<file path="src/rtl/photodiode_phase_meter.sv">
// photodiode_phase_meter
// Multi-channel photodiode edge-phase meter. A free-running phase counter defines the
// modulation period; synchronised per-channel edges are stamped with the current phase
// and accumulated over a frame of 2^FBITS periods. At frame end the per-channel average
// phase, hit count and saturation flag are snapshotted and frame_valid pulses once.
module photodiode_phase_meter #(
   parameter int NCH        = 5,
   parameter int CBITS      = 12,
   parameter int FBITS      = 12,
   parameter int OBITS      = 8,
   parameter int SYNC       = 2,
   parameter int GATE_START = 3584
) (
   input  logic                     clk,
   input  logic                     rst_n,
   input  logic                     en,
   input  logic [1:0]               edge_sel,
   input  logic [NCH-1:0]           pd,
   output logic [CBITS-1:0]         phase,
   output logic                     gate,
   output logic                     frame_valid,
   output logic [NCH*OBITS-1:0]     delays,
   output logic [NCH*(FBITS+1)-1:0] hits,
   output logic [NCH-1:0]           sat
);

   localparam int ABITS = CBITS + FBITS;
   localparam int HBITS = FBITS + 1;
   // One extra bit so a threshold of 2^CBITS (gate never drops) is representable.
   localparam logic [CBITS:0] GATE_TH = (CBITS+1)'(GATE_START);

   logic [NCH-1:0]   sync_reg [SYNC];
   logic [NCH-1:0]   hist_reg;
   logic [NCH-1:0]   rise_reg;
   logic [NCH-1:0]   fall_reg;
   logic [CBITS-1:0] phase_reg, phase_next;
   logic [FBITS-1:0] frame_reg, frame_next;
   logic             gate_reg, gate_next;
   logic             valid_reg;
   logic             frame_end;

   // Synchroniser chain, history flop and registered rise/fall pulses (run regardless of en).
   always_ff @(posedge clk or negedge rst_n) begin
      if (!rst_n) begin
         for (int k = 0; k < SYNC; k++) sync_reg[k] <= '0;
         hist_reg <= '0;
         rise_reg <= '0;
         fall_reg <= '0;
      end else begin
         sync_reg[0] <= pd;
         for (int k = 1; k < SYNC; k++) sync_reg[k] <= sync_reg[k-1];
         hist_reg <= sync_reg[SYNC-1];
         rise_reg <= sync_reg[SYNC-1] & ~hist_reg;
         fall_reg <= ~sync_reg[SYNC-1] & hist_reg;
      end
   end

   // Phase/frame counters next state, frame-end detect and gate look-ahead.
   always_comb begin
      phase_next = '0;
      frame_next = '0;
      frame_end  = 1'b0;
      gate_next  = 1'b0;
      if (en) begin
         phase_next = phase_reg + CBITS'(1);
         frame_next = (&phase_reg) ? frame_reg + FBITS'(1) : frame_reg;
         frame_end  = (&phase_reg) & (&frame_reg);
         gate_next  = ({1'b0, phase_next} < GATE_TH);
      end
   end

   // Timebase registers; gate is computed from phase_next so it lines up with phase.
   always_ff @(posedge clk or negedge rst_n) begin
      if (!rst_n) begin
         phase_reg <= '0;
         frame_reg <= '0;
         gate_reg  <= 1'b0;
         valid_reg <= 1'b0;
      end else begin
         phase_reg <= phase_next;
         frame_reg <= frame_next;
         gate_reg  <= gate_next;
         valid_reg <= frame_end;
      end
   end

   assign phase       = phase_reg;
   assign gate        = gate_reg;
   assign frame_valid = valid_reg;

   genvar gi;
   generate
      for (gi = 0; gi < NCH; gi++) begin : g_ch
         logic             hit_now;
         logic [ABITS:0]   acc_sum;
         logic [HBITS:0]   hit_sum;
         logic [ABITS-1:0] acc_reg, acc_next;
         logic [HBITS-1:0] hit_reg, hit_next;
         logic             flag_reg, flag_next;
         logic [OBITS-1:0] delay_reg;
         logic [HBITS-1:0] hsnap_reg;
         logic             sat_reg;

         // Edge selection and saturating accumulate for the edge counted this cycle.
         always_comb begin
            hit_now = 1'b0;
            case (edge_sel)
               2'b00:   hit_now = rise_reg[gi];
               2'b01:   hit_now = fall_reg[gi];
               2'b10:   hit_now = rise_reg[gi] | fall_reg[gi];
               default: hit_now = 1'b0;
            endcase
            acc_sum   = {1'b0, acc_reg} + {{(FBITS+1){1'b0}}, phase_reg};
            hit_sum   = {1'b0, hit_reg} + (HBITS+1)'(1);
            acc_next  = acc_reg;
            hit_next  = hit_reg;
            flag_next = flag_reg;
            if (hit_now) begin
               acc_next  = acc_sum[ABITS] ? '1 : acc_sum[ABITS-1:0];
               hit_next  = hit_sum[HBITS] ? '1 : hit_sum[HBITS-1:0];
               flag_next = flag_reg | acc_sum[ABITS] | hit_sum[HBITS];
            end
         end

         // Frame state clears on en low or frame end; snapshot captures the final values.
         always_ff @(posedge clk or negedge rst_n) begin
            if (!rst_n) begin
               acc_reg   <= '0;
               hit_reg   <= '0;
               flag_reg  <= 1'b0;
               delay_reg <= '0;
               hsnap_reg <= '0;
               sat_reg   <= 1'b0;
            end else if (!en) begin
               acc_reg   <= '0;
               hit_reg   <= '0;
               flag_reg  <= 1'b0;
            end else if (frame_end) begin
               acc_reg   <= '0;
               hit_reg   <= '0;
               flag_reg  <= 1'b0;
               delay_reg <= acc_next[ABITS-1 -: OBITS];
               hsnap_reg <= hit_next;
               sat_reg   <= flag_next;
            end else begin
               acc_reg   <= acc_next;
               hit_reg   <= hit_next;
               flag_reg  <= flag_next;
            end
         end

         assign delays[gi*OBITS +: OBITS] = delay_reg;
         assign hits[gi*HBITS +: HBITS]   = hsnap_reg;
         assign sat[gi]                   = sat_reg;
      end
   endgenerate

endmodule

</file>
<file path="config.mk">
export PLATFORM = sky130hd
export DESIGN_NAME = photodiode_phase_meter
export DESIGN_NICKNAME = d
export VERILOG_FILES = /design/src/rtl/photodiode_phase_meter.sv
export SDC_FILE = /design/constraint.sdc
export NUM_CORES = 1
export LEC_CHECK = 0
export CAP_MARGIN = 20
export CORE_MARGIN = 2
export CORE_UTILIZATION = 30
export CTS_BUF_LIST = sky130_fd_sc_hd__clkbuf_8
export CTS_CLUSTER_SIZE = 14
export DETAILED_ROUTE_END_ITERATION = 6
export GPL_ROUTABILITY_DRIVEN = 0
export PLACE_DENSITY_LB_ADDON = 0.2
export SYNTH_ARGS = -nofsm -noshare
export SYNTH_HDL_FRONTEND = slang
export SYNTH_SLANG_ARGS = --single-unit
export TNS_END_PERCENT = 20
</file>
<file path="constraint.sdc">
create_clock -name clk -period 9 [get_ports clk]
set_clock_uncertainty 0.15 [all_clocks]
set_input_delay 1.35 -clock clk [delete_from_list [all_inputs] [get_ports clk]]
set_output_delay 1.35 -clock clk [all_outputs]
set_load 0.01 [all_outputs]
</file>
==> metrics.cfg, run 1 <==
[logic_synthesis]
synth_seq_cells=351
synth-xor-area-share=0.0516
yosys.cell_types.count=81
ys_seq_area_frac=0.497
avgSynthCellArea_sq_um=9.52
synth_top_family_by_area=simple AND/OR/NAND/NOR gates
synth_edf_count=0
synthFlopType=dfrtp_1
synth_compound_area_frac=0.176
synthAdderAreaFrac=0.0531
ys_async_sr_fraction=1.00
ys_warn_count=0
synth-simple-area-share=0.186
syn-cell-area_sq_um=17700
synth_fp_nets=1937
muxShareOfSynthArea=0.0103
syn_inst=1855

[clocking]
cts_max_path_buffers=3
clk_pin_slew_worst_paths_ps=60
htree_levels=3
cts_buffers=68
cts_root_buf=clkbuf_8
holdBufCountCts=0
cts_resized=0
cts_tree=done
insertion_delay_ps=630
postCtsSetupBuffers=0
cts_sinks=351

[layout]
layout_commonest_cell=dfrtp_1
design_area_sq_um=21100
layout.nets=2075
multi_input_area_sq_um=8440
antennaDiodeCount=0
mostFrequentLayoutCells=dfrtp_1 (351), o21ai_0 (207), nor2_1 (200)
largest_reg_flops=120
post_route_cells_drive_above_1_share=0.0792
seqCellArea_sq_um=8780
syn_to_final_growth_pct=19.6
n_fill_cell=5953

[routing]
routed_via_density=5.02
ant_nets=0
drt_drc_violations_left=0
drt-total-wl_um=47600
detail_route.wl_per_cell_um=16.9
first_iter_violations=865
first_pass_iters=5
vias=14100

[setup_path]
worst_setup_path_end_kind=flip-flop
worstSetupPathType=flip-flop to flip-flop
cp.required_ps=9280
path_cells=ha_1 > nand3_1 > nor3_2 > and4_1 > and3_1 > nand2b_4 > buf_4 > nor3_1
r2r_slack_ps=4840
crit_fanout=84
critPathMaxStageDelay_ps=820
critPathSlowestCell=buf_4
crit_arrival_ps=4440
cp_num_buf_inv=1
path_delay_family=simple AND/OR/NAND/NOR gates
startpoint_type=flip-flop

[power_and_ir_drop]
pwr-share-comb=0.060
p_int_w=0.00257
vdd_drop_max_uv=127
cellPowerDensity_nw_per_um2=163
p_leak_nw=9.29
switchingPower_w=0.000885
pwr-share-seq=0.473
swShare=0.256
p_clk_frac=0.467

[die]
die_w_um=247
die_h_um=247
dieArea_sq_um=60800
floorplan.initialDensity=0.305
core_area_sq_um=57900
placementRows=88
ios=134

[sta]
period_minus_slack_ps=4160
rsz0062_at_grt=no
setup_violations=0
worstMarginPinSlew_ps=1040
maxSlewViolCount=0
relSlewSlack=0.309
hold_viol_final=0
fmax_mhz=241
setup_tns_ps=0
finalCritPeriodShare=0.462

[place]
dpl-instance-area_sq_um=19700
dp_hpwl_um=30800
port_buffers=133

[grt]
grt_start_max_net_pins=101
grt.busiest_layer=met2
overflow=0
use_met1=0.215
antenna_found_initial=3
grt.total_usage=0.160
use_met3=0.0375
grt_pass1_vias=14200
grt_first_pass_wirelength_um=77500
globalRouteMet2Util=0.253

[worst_hold_path]
hp-class=flip-flop to flip-flop

[run_status]
outcome=finished, final reports clean

[run]
maxCapViolations=0

cell type report:
| type | instances | share of cell area |
|---|---|---|
| Tap cell | 765 | 0.0453 |
| Clock buffer | 89 | 0.0580 |
| Inverter | 22 | 0.00391 |
| Multi-Input combinational cell | 1399 | 0.400 |
| Clock inverter | 33 | 0.00747 |
| Sequential cell | 351 | 0.416 |
| Timing Repair Buffer | 151 | 0.0697 |
power groups by stage:
stage	clock [W]	combinational [W]	sequential, W
2_1_floorplan	0	0.000128	0.00166
3_3_place_gp	0	0.000206	0.00166
3_5_place_dp	0	0.000211	0.00166
4_1_cts	0.00168	0.000211	0.00163
5_1_grt	0.00175	0.000238	0.00164
6_report	0.00161	0.000206	0.00163
metrics by stage:
step,hold WS [ps],util,power (W),worst slack [ps],instances
finish,209,0.365,0.00345,4840,2810
detailed placement,192,0.341,0.00187,4150,2687
global route,216,0.365,0.00363,4420,2810
floorplan,181,-,0.00178,5790,1855
CTS,210,0.364,0.00352,4710,2809
global placement,188,0.341,0.00187,4260,2687
Yosys cell counts (3+ instances only):
cell type  instances  area share
a211oi_1          19      0.0081
nor3b_1            7      0.0030
buf_2             26      0.0074
nand2_1          195       0.041
fa_1               5      0.0057
and3_4             4      0.0026
a31o_2             3      0.0015
and3_1            31       0.011
o2bb2ai_1          3      0.0015
ha_1              67       0.047
o22ai_1           11      0.0039
o21a_1             5      0.0021
a211o_1            3      0.0015
mux2i_1           17      0.0096
a21o_1            31       0.013
a311oi_1           6      0.0030
o221a_2            3      0.0019
nor2b_1           20      0.0071
nand3_1           79       0.022
o31ai_1            6      0.0026
and2_1            36       0.013
o21ai_1           10      0.0028
and4_1             6      0.0030
a21oi_1          104       0.029
clkbuf_1          47       0.010
xor2_1            36       0.018
nor3_1            40       0.011
a31oi_1           64       0.023
or3_1              9      0.0032
inv_1             21      0.0045
o21ai_0          207       0.059
dfrtp_1          351        0.50
nand4_1           31       0.011
nor2_1           200       0.043
nand2b_1           7      0.0025
xnor2_1           68       0.034
o211ai_1           4      0.0017
o21bai_1           9      0.0038
a2bb2oi_1          3      0.0015
buf_4              8      0.0034
logic make-up (layout without fill, tap and decap cells):
group / count (synthesis) / in the layout
muxes: 18 / 18
AOI/OAI and AO/OA: 518 / 518
and+or+nand+nor: 687 / 687
DFF: 351 / 351
adders and majority gates: 72 / 72
xor gates and xnor gates: 104 / 104
buffers and inverters: 105 / 295
path summary, 6_finish.rpt:
check | start | to | cells after the start
max | phase[0] | g_ch[0].acc_reg[23] | 8
min | sync_reg[8] | sync_reg[3] | 0
max reg2reg | phase[0] | g_ch[0].acc_reg[23] | 8
min reg2reg | sync_reg[8] | sync_reg[3] | 0
max in group asynchronous | rst_n | g_ch[1].acc_reg[12] | 2
min in group asynchronous | rst_n | g_ch[4].delay_reg[3] | 1
per-layer routing:
| metal | wire [um] | share of wire |
|---|---|---|
| met5 | 23 | 0.00048 |
| met4 | 1260 | 0.026 |
| met3 | 2130 | 0.045 |
| met2 | 21700 | 0.46 |
| met1 | 22500 | 0.47 |
No activity file was read; power rests on OpenSTA's default activity.
==> run 2: changes to the inputs <==
- clock period: 9 -> 4.2 ns (I/O delays scaled with it)
==> metrics.cfg, run 2 (same netlist as run 1, synthesis figures left out) <==
[grt]
overflow=0  ; unchanged
grt_first_pass_wirelength_um=76900  ; -0.86%
grt_pass1_vias=14100  ; -0.57%
grt.total_usage=0.158  ; -0.00140
antenna_found_initial=3  ; unchanged
grt_start_max_net_pins=133  ; +32%

[place]
place_inst=2702  ; +0.56%
port_buffers=133  ; unchanged
dp_hpwl_um=31900  ; +3.7%
dpl-instance-area_sq_um=19900  ; +0.95%

[clocking]
cts_resized=0  ; unchanged
cts_max_path_buffers=3  ; unchanged
cts_root_buf=clkbuf_8
clk_pin_slew_worst_paths_ps=60  ; about the same
holdBufCountCts=1  ; +1
cts_sinks=351  ; unchanged
postCtsSetupBuffers=0  ; unchanged
htree_levels=3  ; unchanged
cts_tree=done
cts_buffers=67  ; -1.5%
insertion_delay_ps=620  ; about the same

[routing]
drt_drc_violations_left=0  ; unchanged
first_iter_violations=748  ; -14%
first_pass_iters=6  ; +1
vias=14200  ; +0.38%
detail_route.wl_per_cell_um=16.9  ; -0.24%
drt-total-wl_um=47700  ; +0.22%
ant_nets=0  ; unchanged
routed_via_density=5.02  ; about the same

[setup_path]
critPathSlowestCell=dfrtp_1
cp.required_ps=4520  ; -4760 ps
path_cells=ha_1 > fa_1 > a211oi_1 > o21bai_1 > a311oi_1 > o22ai_2 > and3_1 > and3_1 > o21ai_0 > o21ai_0
startpoint_type=flip-flop
cp_num_buf_inv=0  ; -1
worstSetupPathType=flip-flop to flip-flop
crit_fanout=10  ; -88%
crit_arrival_ps=3790  ; -650 ps
worst_setup_path_end_kind=flip-flop
critPathMaxStageDelay_ps=520  ; -300 ps
path_delay_family=compound AO/OA/AOI/OAI gates

[sta]
finalCritPeriodShare=0.825  ; +0.363
rsz0062_at_grt=no
period_minus_slack_ps=3460  ; -693 ps
relSlewSlack=0.440  ; +0.131
setup_tns_ps=0  ; unchanged
setup_violations=0  ; unchanged
maxSlewViolCount=0  ; unchanged
worstMarginPinSlew_ps=840  ; -197 ps
hold_viol_final=0  ; unchanged
fmax_mhz=289  ; +20%

[power_and_ir_drop]
cellPowerDensity_nw_per_um2=353  ; +120%
vdd_drop_max_uv=193  ; +51%
p_leak_nw=9.42  ; +1.3%

[layout]
mostFrequentLayoutCells=dfrtp_1 (351), o21ai_0 (207), nor2_1 (200)
layout.nets=2089  ; +0.67%
layout_commonest_cell=dfrtp_1
post_route_cells_drive_above_1_share=0.0846  ; +0.00537
syn_to_final_growth_pct=21.0
largest_reg_flops=120  ; unchanged
fin_cells=2823  ; +0.46%
design_area_sq_um=21400  ; +1.2%

[die]
placementRows=88  ; unchanged
die_h_um=247  ; unchanged
ios=134  ; unchanged
dieArea_sq_um=60800  ; unchanged
die_w_um=247  ; unchanged
core_area_sq_um=57900  ; unchanged
floorplan.initialDensity=0.305  ; unchanged

[worst_hold_path]
hp-class=flip-flop to flip-flop

[run_status]
outcome=finished, final reports clean

[run]
maxCapViolations=0  ; unchanged

[run 2: cell types whose count changed in the layout (fill, tap and decap cells not counted)]
cell,change
clkinvlp_4,-1
diode_2,+1
clkbuf_8,+4
buf_4,+8
inv_6,-3
buf_12,+6
bufinv_16,+2
dlygate4sd3_1,+1
inv_1,-1
clkinv_2,-4
[run 2: report_power, final]
part	switching, W	internal [W]
Clock	0.00150	0.00208
Combinational	0.000298	0.000158
Sequential	0.0000510	0.00345
[run 2: worst reg2reg max path, delay by kind of cell, from the launching register on]
family                     cells  cell delay (ps)
adders and majority gates      2              730
and+or+nand+nor                2              510
AOI/OAI and AO/OA              6             1430
DFF                            1              520
[run 2: area by class of cell]
| type | count | area, sq um |
|---|---|---|
| inverter | 22 | 82.6 |
| multi-input combinational | 1399 | 8440 |
| fill | 5867 | 36500 |
| timing repair buffer | 166 | 1660 |
| clock buffer | 93 | 1280 |
| clock inverter | 26 | 160 |
| sequential | 351 | 8780 |
| antenna | 1 | 2.50 |
| tap | 765 | 957 |
[run 2: layer usage]
layer | vias up | track usage | wire (um) | share of wire
li1 | 6922 | - | - | -
met2 | 245 | 0.259 | 22300 | 0.47
met3 | 91 | 0.0371 | 2080 | 0.044
met1 | 6907 | 0.207 | 22200 | 0.47
met5 | - | 0 | 23 | 0.00048
met4 | 4 | 0.0503 | 1140 | 0.024
[run 2: final timing paths]
| path | from | end | slack [ps] | cells after the start |
|---|---|---|---|---|
| setup / recovery | phase[0] | g_ch[4].delay_reg[4] | 740 | 10 |
| hold / removal | sync_reg[7] | sync_reg[2] | 200 | 0 |
| setup reg to reg | phase[0] | g_ch[4].delay_reg[4] | 740 | 10 |
| hold reg to reg | sync_reg[7] | sync_reg[2] | 200 | 0 |
| max in group asynchronous | rst_n | sync_reg[1] | 2320 | 4 |
| min in group asynchronous | rst_n | g_ch[4].acc_reg[17] | 510 | 2 |
[run 2: per-stage QoR]
step           utilization  setup WS [ps]  power [W]  hold WS, ps
2_1_floorplan            -           1160    0.00382          181
3_3_place_gp         0.344            784    0.00402          187
3_5_place_dp         0.344            712    0.00403          189
4_1_cts              0.369            736    0.00768          200
5_1_grt              0.369            498    0.00790          222
6_report             0.369            737    0.00754          196
